==> src/rtl/ternary_neuron_acc.sv <==
// Ternary neuron accumulator: sums (pc_pos - pc_neg) over NBEATS beats with symmetric
// saturation, then thresholds the sum into a {-1, 0, +1} activation behind valid/ready.
module ternary_neuron_acc #(
  parameter int NBEATS = 4,
  parameter int ACC_W  = 8
) (
  input  logic             clk,
  input  logic             rst_n,
  input  logic             in_valid,
  output logic             in_ready,
  input  logic [3:0]       pc_pos,
  input  logic [3:0]       pc_neg,
  input  logic [ACC_W-1:0] thr_hi,
  input  logic [ACC_W-1:0] thr_lo,
  output logic             out_valid,
  input  logic             out_ready,
  output logic [1:0]       out_act,
  output logic [ACC_W-1:0] out_sum
);

  typedef enum logic {ACCUM, RESULT} state_t;

  localparam int CNT_W = (NBEATS > 1) ? $clog2(NBEATS) : 1;
  // Wide enough for any saturated sum plus a full -15..+15 step without wrapping.
  localparam int SUM_W = ((ACC_W > 5) ? ACC_W : 5) + 2;
  localparam logic signed [SUM_W-1:0] SAT_MAX = SUM_W'((1 << (ACC_W - 1)) - 1);
  localparam logic signed [SUM_W-1:0] SAT_MIN = -SAT_MAX;
  localparam logic [CNT_W-1:0]        LAST    = CNT_W'(NBEATS - 1);

  state_t                    state_q, state_d;
  logic signed [ACC_W-1:0]   acc_q, acc_d;
  logic [CNT_W-1:0]          cnt_q, cnt_d;
  logic signed [ACC_W-1:0]   thr_hi_q, thr_hi_d, thr_lo_q, thr_lo_d;
  logic [1:0]                act_q, act_d;
  logic signed [ACC_W-1:0]   sum_q, sum_d;

  logic signed [SUM_W-1:0]   diff, sum_wide;
  logic signed [ACC_W-1:0]   sum_sat, hi_eff, lo_eff;
  logic                      beat_fire;

  assign in_ready  = (state_q == ACCUM);
  assign out_valid = (state_q == RESULT);
  assign out_act   = act_q;
  assign out_sum   = sum_q;

  always_comb begin
    // NOTE: every variable gets a default before any branch so no path leaves it
    // unassigned; otherwise synthesis infers a latch.
    state_d  = state_q;
    acc_d    = acc_q;
    cnt_d    = cnt_q;
    thr_hi_d = thr_hi_q;
    thr_lo_d = thr_lo_q;
    act_d    = act_q;
    sum_d    = sum_q;

    beat_fire = in_valid && (state_q == ACCUM);
    diff      = $signed({{(SUM_W-4){1'b0}}, pc_pos}) - $signed({{(SUM_W-4){1'b0}}, pc_neg});
    sum_wide  = $signed({{(SUM_W-ACC_W){acc_q[ACC_W-1]}}, acc_q}) + diff;
    if (sum_wide > SAT_MAX)      sum_sat = ACC_W'(SAT_MAX);
    else if (sum_wide < SAT_MIN) sum_sat = ACC_W'(SAT_MIN);
    else                         sum_sat = ACC_W'(sum_wide);

    // The first beat of a frame uses the live thresholds, so NBEATS=1 works too.
    hi_eff = (cnt_q == '0) ? $signed(thr_hi) : thr_hi_q;
    lo_eff = (cnt_q == '0) ? $signed(thr_lo) : thr_lo_q;

    case (state_q)
      ACCUM: begin
        if (beat_fire) begin
          if (cnt_q == '0) begin
            thr_hi_d = $signed(thr_hi);
            thr_lo_d = $signed(thr_lo);
          end
          if (cnt_q == LAST) begin
            sum_d   = sum_sat;
            if (sum_sat > hi_eff)      act_d = 2'b01;
            else if (sum_sat < lo_eff) act_d = 2'b11;
            else                       act_d = 2'b00;
            acc_d   = '0;
            cnt_d   = '0;
            state_d = RESULT;
          end else begin
            acc_d = sum_sat;
            cnt_d = cnt_q + 1'b1;
          end
        end
      end
      RESULT: begin
        if (out_ready) state_d = ACCUM;
      end
      default: state_d = ACCUM;
    endcase
  end

  // NOTE: registers use non-blocking assignments so every flop samples pre-edge values.
  always_ff @(posedge clk) begin
    if (!rst_n) begin
      state_q  <= ACCUM;
      acc_q    <= '0;
      cnt_q    <= '0;
      thr_hi_q <= '0;
      thr_lo_q <= '0;
      act_q    <= 2'b00;
      sum_q    <= '0;
    end else begin
      state_q  <= state_d;
      acc_q    <= acc_d;
      cnt_q    <= cnt_d;
      thr_hi_q <= thr_hi_d;
      thr_lo_q <= thr_lo_d;
      act_q    <= act_d;
      sum_q    <= sum_d;
    end
  end

endmodule

==> config.mk <==
export PLATFORM = sky130hd
export DESIGN_NAME = ternary_neuron_acc
export DESIGN_NICKNAME = d
export VERILOG_FILES = /design/src/rtl/ternary_neuron_acc.sv
export SDC_FILE = /design/constraint.sdc
export NUM_CORES = 1
export LEC_CHECK = 0
export ABC_AREA = 1
export CELL_PAD_IN_SITES_DETAIL_PLACEMENT = 0
export CELL_PAD_IN_SITES_GLOBAL_PLACEMENT = 1
export CORE_ASPECT_RATIO = 0.5
export CORE_MARGIN = 10
export CORE_UTILIZATION = 42
export CTS_CLUSTER_DIAMETER = 120
export CTS_CLUSTER_SIZE = 8
export DETAILED_ROUTE_END_ITERATION = 6
export PLACE_DENSITY = 0.9
export SETUP_SLACK_MARGIN = 0.15
export SYNTH_ARGS = -nofsm -noshare
export SYNTH_HDL_FRONTEND = slang
export SYNTH_SLANG_ARGS = --single-unit
==> constraint.sdc <==
create_clock -name clk -period 13.9 [get_ports clk]
set_input_delay 2.78 -clock clk [delete_from_list [all_inputs] [get_ports clk]]
set_output_delay 2.78 -clock clk [all_outputs]
set_load 0.02 [all_outputs]
# --- After elaboration in Yosys (flattened, before gate mapping) ---
# Cells that the tools add are included.
totals:
  input_bits: 28
  regBits: 37
  out_inout_bits: 12
classes:
  add_sub_neg: 3
  bitwise_logic: 1
  n_eq_ne: 1
  n_lt_le_gt_ge: 4
  reduce_logical: 4
  mux: 12
ops:
  columns: ["op", "count"]
  rows:
  - ["$mux W8", 5]
  - ["$add A8 B5 Y9", 1]
  - ["$gt A9 B8 Y1 const B", 1]
  - ["$lt A9 B8 Y1 const B", 1]
  - ["$gt A8 B8 Y1", 1]
  - ["$lt A8 B8 Y1", 1]
  - ["$mux W2", 3]
  - ["$sub A4 B4 Y5", 1]
  - ["$mux W1", 3]
  - ["$reduce_and A3 Y1", 1]
  - ["$add A2 B1 Y2 const B", 1]
  - ["$eq A2 B2 Y1 const B", 1]
  - ["$logic_not A2 Y1", 1]
  - ["$pmux W1 S2", 1]
  - ["$reduce_and A2 Y1", 1]
  - ["$logic_and A1 B1 Y1", 1]
  - ["$not A1 Y1", 1]

# --- Logic depth before layout (Yosys ltp) ---
# Gate-level depths: netlist (run 1).
logic_depth:
  depth_word: 8
  mapped_depth: 31

# --- Least setup slack after synthesis (run 1) ---
# OpenSTA, ideal clock, no wires.
synth_timing:
  kind: "input-to-reg"
  startpoint: "input port pc_pos[0]"
  endpoint: "register act_q[1], in the netlist out_act[1]"
  setup_time_ns: 0.067
  setup_slack_ns: 7.561
  stages: 27
  required_ns: 13.833
  arrival_ns: 6.272
  cell_sequence: "inv_1 > ha_1 > inv_1 > fa_1 > a31oi_1 > ha_1 > a21oi_2 > nor2_1 > nor2_2 > nand3_1 > nand2_4 > inv_2 > nand2_4 > inv_1 > a21oi_1 > ha_1 > inv_1 > o21bai_1 > a21oi_1 > nor2_1 > o21ai_0 > a21oi_1 > o221ai_1 > o21ai_0 > nor2_1 > nand3_2 > a21oi_2"
synth_between:
  elab_chain_len: 8
synth_rtl:
  columns: ["item", "line", "text"]
  rows:
  - ["start: declaration", "11", "input logic [3:0] pc_pos,"]
  - ["$sub A4 B4 Y5 (*)", "58", "diff = $signed({{(SUM_W-4){1'b0}}, pc_pos}) - $signed({{(SUM_W-4){1'b0}}, pc_neg});"]
  - ["$add A8 B5 Y9 (*)", "59", "sum_wide = $signed({{(SUM_W-ACC_W){acc_q[ACC_W-1]}}, acc_q}) + diff;"]
  - ["$lt A9 B8 Y1", "61", "else if (sum_wide < SAT_MIN) sum_sat = ACC_W'(SAT_MIN);"]
  - ["$mux W8", "61", null]
  - ["$mux W8 (*)", "60", "if (sum_wide > SAT_MAX) sum_sat = ACC_W'(SAT_MAX);"]
  - ["named net sum_sat[7]", "38", "logic signed [ACC_W-1:0] sum_sat, hi_eff, lo_eff;"]
  - ["$lt A8 B8 Y1", "78", "else if (sum_sat < lo_eff) act_d = 2'b11;"]
  - ["$mux W2", "78", null]
  - ["$mux W2 (*)", "77", "if (sum_sat > hi_eff) act_d = 2'b01;"]
  - ["end signal: assignment", "112", "act_q <= act_d;"]
  - ["end: declaration", "34", "logic [1:0] act_q, act_d;"]
# The timed path passes the listed nets; every way through them passes the cells marked *.
# A chain may end at the register's enable or synchronous reset.

# --- Worst setup path in the final report (run 1) ---
layout_timing:
  startpoint: "input port pc_neg[0]"
  endpoint: "register act_q[1], in the netlist out_act[1]"
layout_between:
  elab_chain_len: 8
layout_rtl:
  columns: ["item", "line", "text"]
  rows:
  - ["start: declaration", "12", "input logic [3:0] pc_neg,"]
  - ["$sub A4 B4 Y5 (*)", "58", null]
  - ["$add A8 B5 Y9 (*)", "59", null]
  - ["$lt A9 B8 Y1", "61", null]
  - ["$mux W8", "61", null]
  - ["$mux W8 (*)", "60", null]
  - ["named net sum_sat[7]", "38", null]
  - ["$lt A8 B8 Y1", "78", null]
  - ["$mux W2", "78", null]
  - ["$mux W2 (*)", "77", null]
# Marked as above.

==> results by group, run 1 <==
Finish
  – Nets: 437
  – Antenna cells: 0
  – Fillcell total: 523
  – Commonest non-fill, non-tap cells in the layout: nand2_1 (74), inv_1 (43), clkdlybuf4s50_1 (39)
  – Commonest non-fill, non-tap cell in the layout: nand2_1
  – Area growth syn-to-layout: 23.2%
  – Final Core Density: 55.1%
  – Share of cells above drive strength 1: 7.67%
  – Design area: 3100 um^2

Synth
  – Synth Area per Inst: 7.37 um^2
  – Ys Warns: 0
  – Unique cell type count in the Yosys netlist: 31
  – Seq/Total Area, Yosys: 29.4%
  – Post-Syn Area: 2520 um^2
  – #FFs+latches synth: 37
  – Mapped Cells: 342
  – Syn Nets: 401

STA
  – # setup viols final: 0
  – Setup Skew: 0.00359 ns
  – Max-slew violations: 0
  – Slew HR: 35.2%
  – Crit share post-route: 50.8%
  – RSZ-0062 raised after global routing: no
  – Final hold vios: 0
  – Fmax: 0.142 GHz
  – Final setup margin: 6.84 ns
  – Measured slew at the worst slew-check pin: 0.972 ns
  – WHS: 0.462 ns
  – Final setup TNS: 0 ns
  – Min Tclk post-route: 7.06 ns

Placement
  – HPWL Detailed: 4820 um
  – I/O Buffers: 39
  – Post-Place Setup Slack: 6.62 ns
  – Placed cell area: 2960 um^2
  – GP Congestion: 0.897

Critical path
  – Crit end category: register
  – Setup CP Type: in2reg
  – Cell count along the critical path: 27
  – Critical-path top delay cell: clkdlybuf4s50_1
  – CP top delay family: compound AO/OA/AOI/OAI gates
  – Buf+Inv Stages, Crit Path: 5
  – Max Fanout on Critical Path: 6
  – Arrival time worst endpoint: 7.27 ns
  – Reg2reg path depth: 25
  – Reg2Reg Setup Slack: 10.20 ns
  – Largest stage delay, worst path: 0.46 ns
  – Setup crit start kind: input port
  – Critical path required time: 14.11 ns

Hold path
  – Hold Crit Class: reg2reg
  – Worst hold path depth: 2

GRT
  – Pin count of the biggest net entering global routing: 32
  – Global-route wire length before repair: 10300 um
  – All-Layer GR Usage: 13.1%
  – Antenna violations before repair: 0
  – Number of global-route vias before repair: 2221
  – Overflow after GRT: 0

Power and ir drop
  – Pwr/cell area: 175 nW/um^2
  – Max VDD drop: 0.0780 mV
  – Pleak: 1.53 nW

Clocking
  – Clock Tree Buf Depth: 2
  – Number of post-CTS setup repair buffers: 0
  – Skew-Pair Late Insertion Delay: 0.28 ns
  – Max H-tree Level: 2
  – Clock Tree Root: clkbuf_16
  – CTS tree: yes
  – CTS buffer count: 5
  – Hold Buf Count CTS: 0
  – TritonCTS Sinks: 37
  – CTS resizes: 0
  – Clock Pin Slew Worst Setup and Hold Paths: 0.05 ns

Drt
  – Vias/cell: 5.08
  – Routed WL per cell: 13.7 um
  – DRT antenna net count: 0
  – Initial drt markers: 115
  – DR pass1 iterations: 4
  – Drc violations: 0
  – Via count: 2289
  – Final wirelength: 6170 um

Die
  – Die height: 74.8 um
  – Row cnt: 19
  – Die X: 130 um
  – Core area: 5630 um^2
  – DIE AREA: 9690 um^2
  – Initial Util: 44.7%
  – Num ports: 40

Status
  – Outcome: finished clean

Flow run
  – Max_cap viols: 0
[final timing paths]
path | start | end
setup / recovery | pc_neg[0] | out_act[1]
hold / removal | thr_hi_q[0] | thr_hi_q[0]
setup reg to reg | acc_q[0] | out_act[1]
hold reg to reg | thr_hi_q[0] | thr_hi_q[0]
[layer usage]
layer | global-route usage [%] | wire length [um] | up-vias | part of all wire, %
met5 | 0 | 0 | - | 0
met1 | 15.8 | 2910 | 1032 | 47
met4 | 4.95 | 89 | 0 | 1.4
met3 | 2.52 | 272 | 8 | 4.4
li1 | - | - | 1209 | -
met2 | 23.0 | 2900 | 40 | 47
[logic make-up (layout without fill, tap and decap cells)]
logic type               after synthesis  after routing  synth area share (%)
AND/OR/NAND/NOR                      119            119                  21.0
AO/OA/AOI/OAI                         82             82                  18.8
buffers and inverters                 57             93                  8.59
flip-flops                            37             37                  29.4
adder cells (fa/ha/maj)               31             31                  16.0
multiplexers                          14             14                  5.56
XOR/XNOR                               2              2                 0.695
[layout make-up]
type	instances	area (um^2)	area share [%]
Tap cell	73	91.3	2.94
Multi-Input combinational cell	248	1560	50.3
Sequential cell	37	741	23.9
Timing Repair Buffer	39	390	12.6
Clock buffer	7	143	4.59
Inverter	47	176	5.68
[where the power goes]
part	leakage [nW]	internal (mW)	switching, mW
Sequential	0.304	0.119	0.00799
Combinational	1.16	0.113	0.192
Clock	0.0700	0.0703	0.0405
Total	1.53	0.302	0.240
[cells in the mapped netlist, drive strengths merged]
| cell type | number | share of area [%] |
|---|---|---|
| nand2 | 83 | 14 |
| inv | 46 | 6.9 |
| a21oi | 40 | 8.5 |
| dfxtp | 37 | 29 |
| ha | 29 | 14 |
| o21ai | 27 | 5.4 |
| nand3 | 17 | 4.0 |
| nor2 | 16 | 2.6 |
| mux2i | 14 | 5.6 |
| clkbuf | 8 | 1.2 |
| o21bai | 6 | 2.2 |
| a211oi | 2 | 0.60 |
| a31oi | 2 | 0.50 |
| buf | 2 | 0.40 |
| fa | 2 | 1.6 |
| nand4 | 2 | 0.50 |
| xor2 | 2 | 0.70 |
| a211o | 1 | 0.35 |
| a21o | 1 | 0.30 |
| clkinv | 1 | 0.15 |
| o211ai | 1 | 0.30 |
| o21a | 1 | 0.30 |
| o221ai | 1 | 0.35 |
| or2 | 1 | 0.25 |
[flip-flops by register name (all words and copies together), names as in the netlist]
signal,cells
acc_q,8
cnt_q,2
out_act,2
out_sum,8
out_valid,1
thr_hi_q,8
thr_lo_q,8
[worst register-to-register path, delay by kind of cell (launching register included)]
kind,cells,cell delay [ns]
fa+ha+maj,3,0.99
compound gates,8,1.14
flops,1,0.31
simple gates,12,1.05
buf+inv,2,0.13
[through the flow]
step | power [mW] | std cells
2_1_floorplan | 0.354 | 342
3_3_place_gp | 0.420 | 444
3_5_place_dp | 0.429 | 444
4_1_cts | 0.543 | 451
5_1_grt | 0.596 | 451
6_report | 0.542 | 451
Note: power is estimated with default switching activity, not from simulation.
==> run 2, diff against run 1 <==
Settings changed: CORE_UTILIZATION 42 to 35, PLACE_DENSITY 0.9 to 0.81.
Clock period 13.9 ns to 6.05 ns, I/O delays scaled along.
==> results by group, run 2 (synthesized netlist as in run 1, its figures left out) <==
Status
  – Outcome: finished clean

Drt
  – Via count: 2273 (-0.70%)
  – Routed WL per cell: 13.3 um (-2.9%)
  – Vias/cell: 4.82 (-5.1%)
  – Drc violations: 0 (unchanged)
  – Initial drt markers: 123 (+7.0%)
  – Final wirelength: 6270 um (+1.7%)
  – DRT antenna net count: 0 (unchanged)
  – DR pass1 iterations: 4 (unchanged)

STA
  – Crit share post-route: 87.9%
  – Slew HR: 33.4% (-1.8 points)
  – Final setup TNS: 0 ns (unchanged)
  – # setup viols final: 0 (unchanged)
  – Final hold vios: 0 (unchanged)
  – Max-slew violations: 0 (unchanged)
  – RSZ-0062 raised after global routing: no
  – Min Tclk post-route: 5.32 ns
  – Final setup margin: 0.732 ns (-6.11 ns)
  – Setup Skew: 0.00386 ns (+0.000267 ns)
  – WHS: 0.478 ns (+0.0167 ns)
  – Measured slew at the worst slew-check pin: 0.999 ns (+0.0268 ns)
  – Fmax: 0.188 GHz

Clocking
  – CTS tree: yes
  – Clock Tree Buf Depth: 2 (unchanged)
  – Number of post-CTS setup repair buffers: 0 (unchanged)
  – Clock Tree Root: clkbuf_16
  – CTS buffer count: 5 (unchanged)
  – Hold Buf Count CTS: 0 (unchanged)
  – Max H-tree Level: 2 (unchanged)
  – Clock Pin Slew Worst Setup and Hold Paths: 0.06 ns (about the same)
  – CTS resizes: 0 (unchanged)
  – TritonCTS Sinks: 37 (unchanged)
  – Skew-Pair Late Insertion Delay: 0.28 ns (about the same)

Critical path
  – Largest stage delay, worst path: 0.45 ns (about the same)
  – Arrival time worst endpoint: 5.53 ns (-1.74 ns)
  – Max Fanout on Critical Path: 6 (unchanged)
  – Setup CP Type: in2reg
  – CP dominant cell by count: inv_1
  – Critical path required time: 6.26 ns (-7.85 ns)
  – Crit end category: register
  – Setup crit start kind: input port
  – Critical-path top delay cell: clkdlybuf4s50_1

Placement
  – Post-Place Setup Slack: 0.384 ns (-6.23 ns)
  – GP Congestion: 0.805 (-10%)
  – DP Cell Count: 464 (+4.5%)
  – I/O Buffers: 39 (unchanged)
  – HPWL Detailed: 4910 um (+2.0%)
  – Placed cell area: 2990 um^2 (+1.1%)

GRT
  – Overflow after GRT: 0 (unchanged)
  – All-Layer GR Usage: 11.2% (-1.8 points)
  – Antenna violations before repair: 0 (unchanged)
  – Pin count of the biggest net entering global routing: 32 (unchanged)
  – Number of global-route vias before repair: 2193 (-1.3%)
  – Global-route wire length before repair: 10500 um (+2.4%)

Finish
  – Nets: 438 (+0.23%)
  – Commonest non-fill, non-tap cells in the layout: nand2_1 (74), inv_1 (43), clkdlybuf4s50_1 (39)
  – Design area: 3140 um^2 (+1.1%)
  – Share of cells above drive strength 1: 8.42% (+0.75 points)
  – Final Instance Count excl. Fillers: 472 (+4.7%)
  – Antenna cells: 0 (unchanged)
  – Area growth syn-to-layout: 24.5%
  – Commonest non-fill, non-tap cell in the layout: nand2_1
  – Final Core Density: 45.9% (-9.2 points)

Die
  – DIE AREA: 11200 um^2 (+16%)
  – Die height: 80 um (+7.0%)
  – Row cnt: 21 (+2)
  – Num ports: 40 (unchanged)
  – Core area: 6830 um^2 (+21%)
  – Die X: 140 um (+8.1%)
  – Initial Util: 36.9% (-7.8 points)

Power and ir drop
  – Max VDD drop: 0.162 mV (+110%)
  – Total Power: 1.25 mW (+130%)
  – Pwr/cell area: 397 nW/um^2 (+130%)
  – Pleak: 1.54 nW (+0.39%)

Flow run
  – Max_cap viols: 0 (unchanged)

Hold path
  – Hold Crit Class: reg2reg
run 2: area by class of cell:
type                    instances  area, um^2
clock buffers                   6         129
clock inverters                 2        10.0
fillers                       709        3690
inverters                      47         176
multi-input cells             248        1570
flip-flops and latches         37         741
well taps                      92         115
repair buffers                 40         398
run 2: final timing paths:
| kind | slack [ns] | depth (start not counted) | startpoint | endpoint |
|---|---|---|---|---|
| setup reg to reg | 2.41 | 25 | acc_q[0] | out_act[1] |
| hold reg to reg | 0.48 | 2 | acc_q[0] | acc_q[0] |
| setup / recovery | 0.73 | 27 | pc_neg[0] | out_act[1] |
| hold / removal | 0.48 | 2 | acc_q[0] | acc_q[0] |
run 2: worst max-delay path: cells and delay by family:
family / cells / cell delay (ns)
compound gates: 10 / 1.46
fa+ha+maj: 4 / 1.20
buf+inv: 6 / 0.87
simple gates: 7 / 0.76
run 2: power breakdown:
group	switching, mW	internal, mW
Sequential	0.0180	0.273
Clock	0.0982	0.151
Combinational	0.438	0.267
Total	0.554	0.691
run 2: metal layers:
layer | vias up | GRT usage (%) | wire length [um]
li1 | 1210 | - | -
met1 | 1023 | 14.5 | 3130
met2 | 35 | 18.5 | 2850
met3 | 5 | 1.66 | 216
met4 | 0 | 4.20 | 72
met5 | - | 0 | 0
==> run 3, diff against run 2 <==
Settings changed: HOLD_SLACK_MARGIN set to 0.03.
==> results of run 3 <==
Final layout, timing and power as in run 2 (identical DEF).
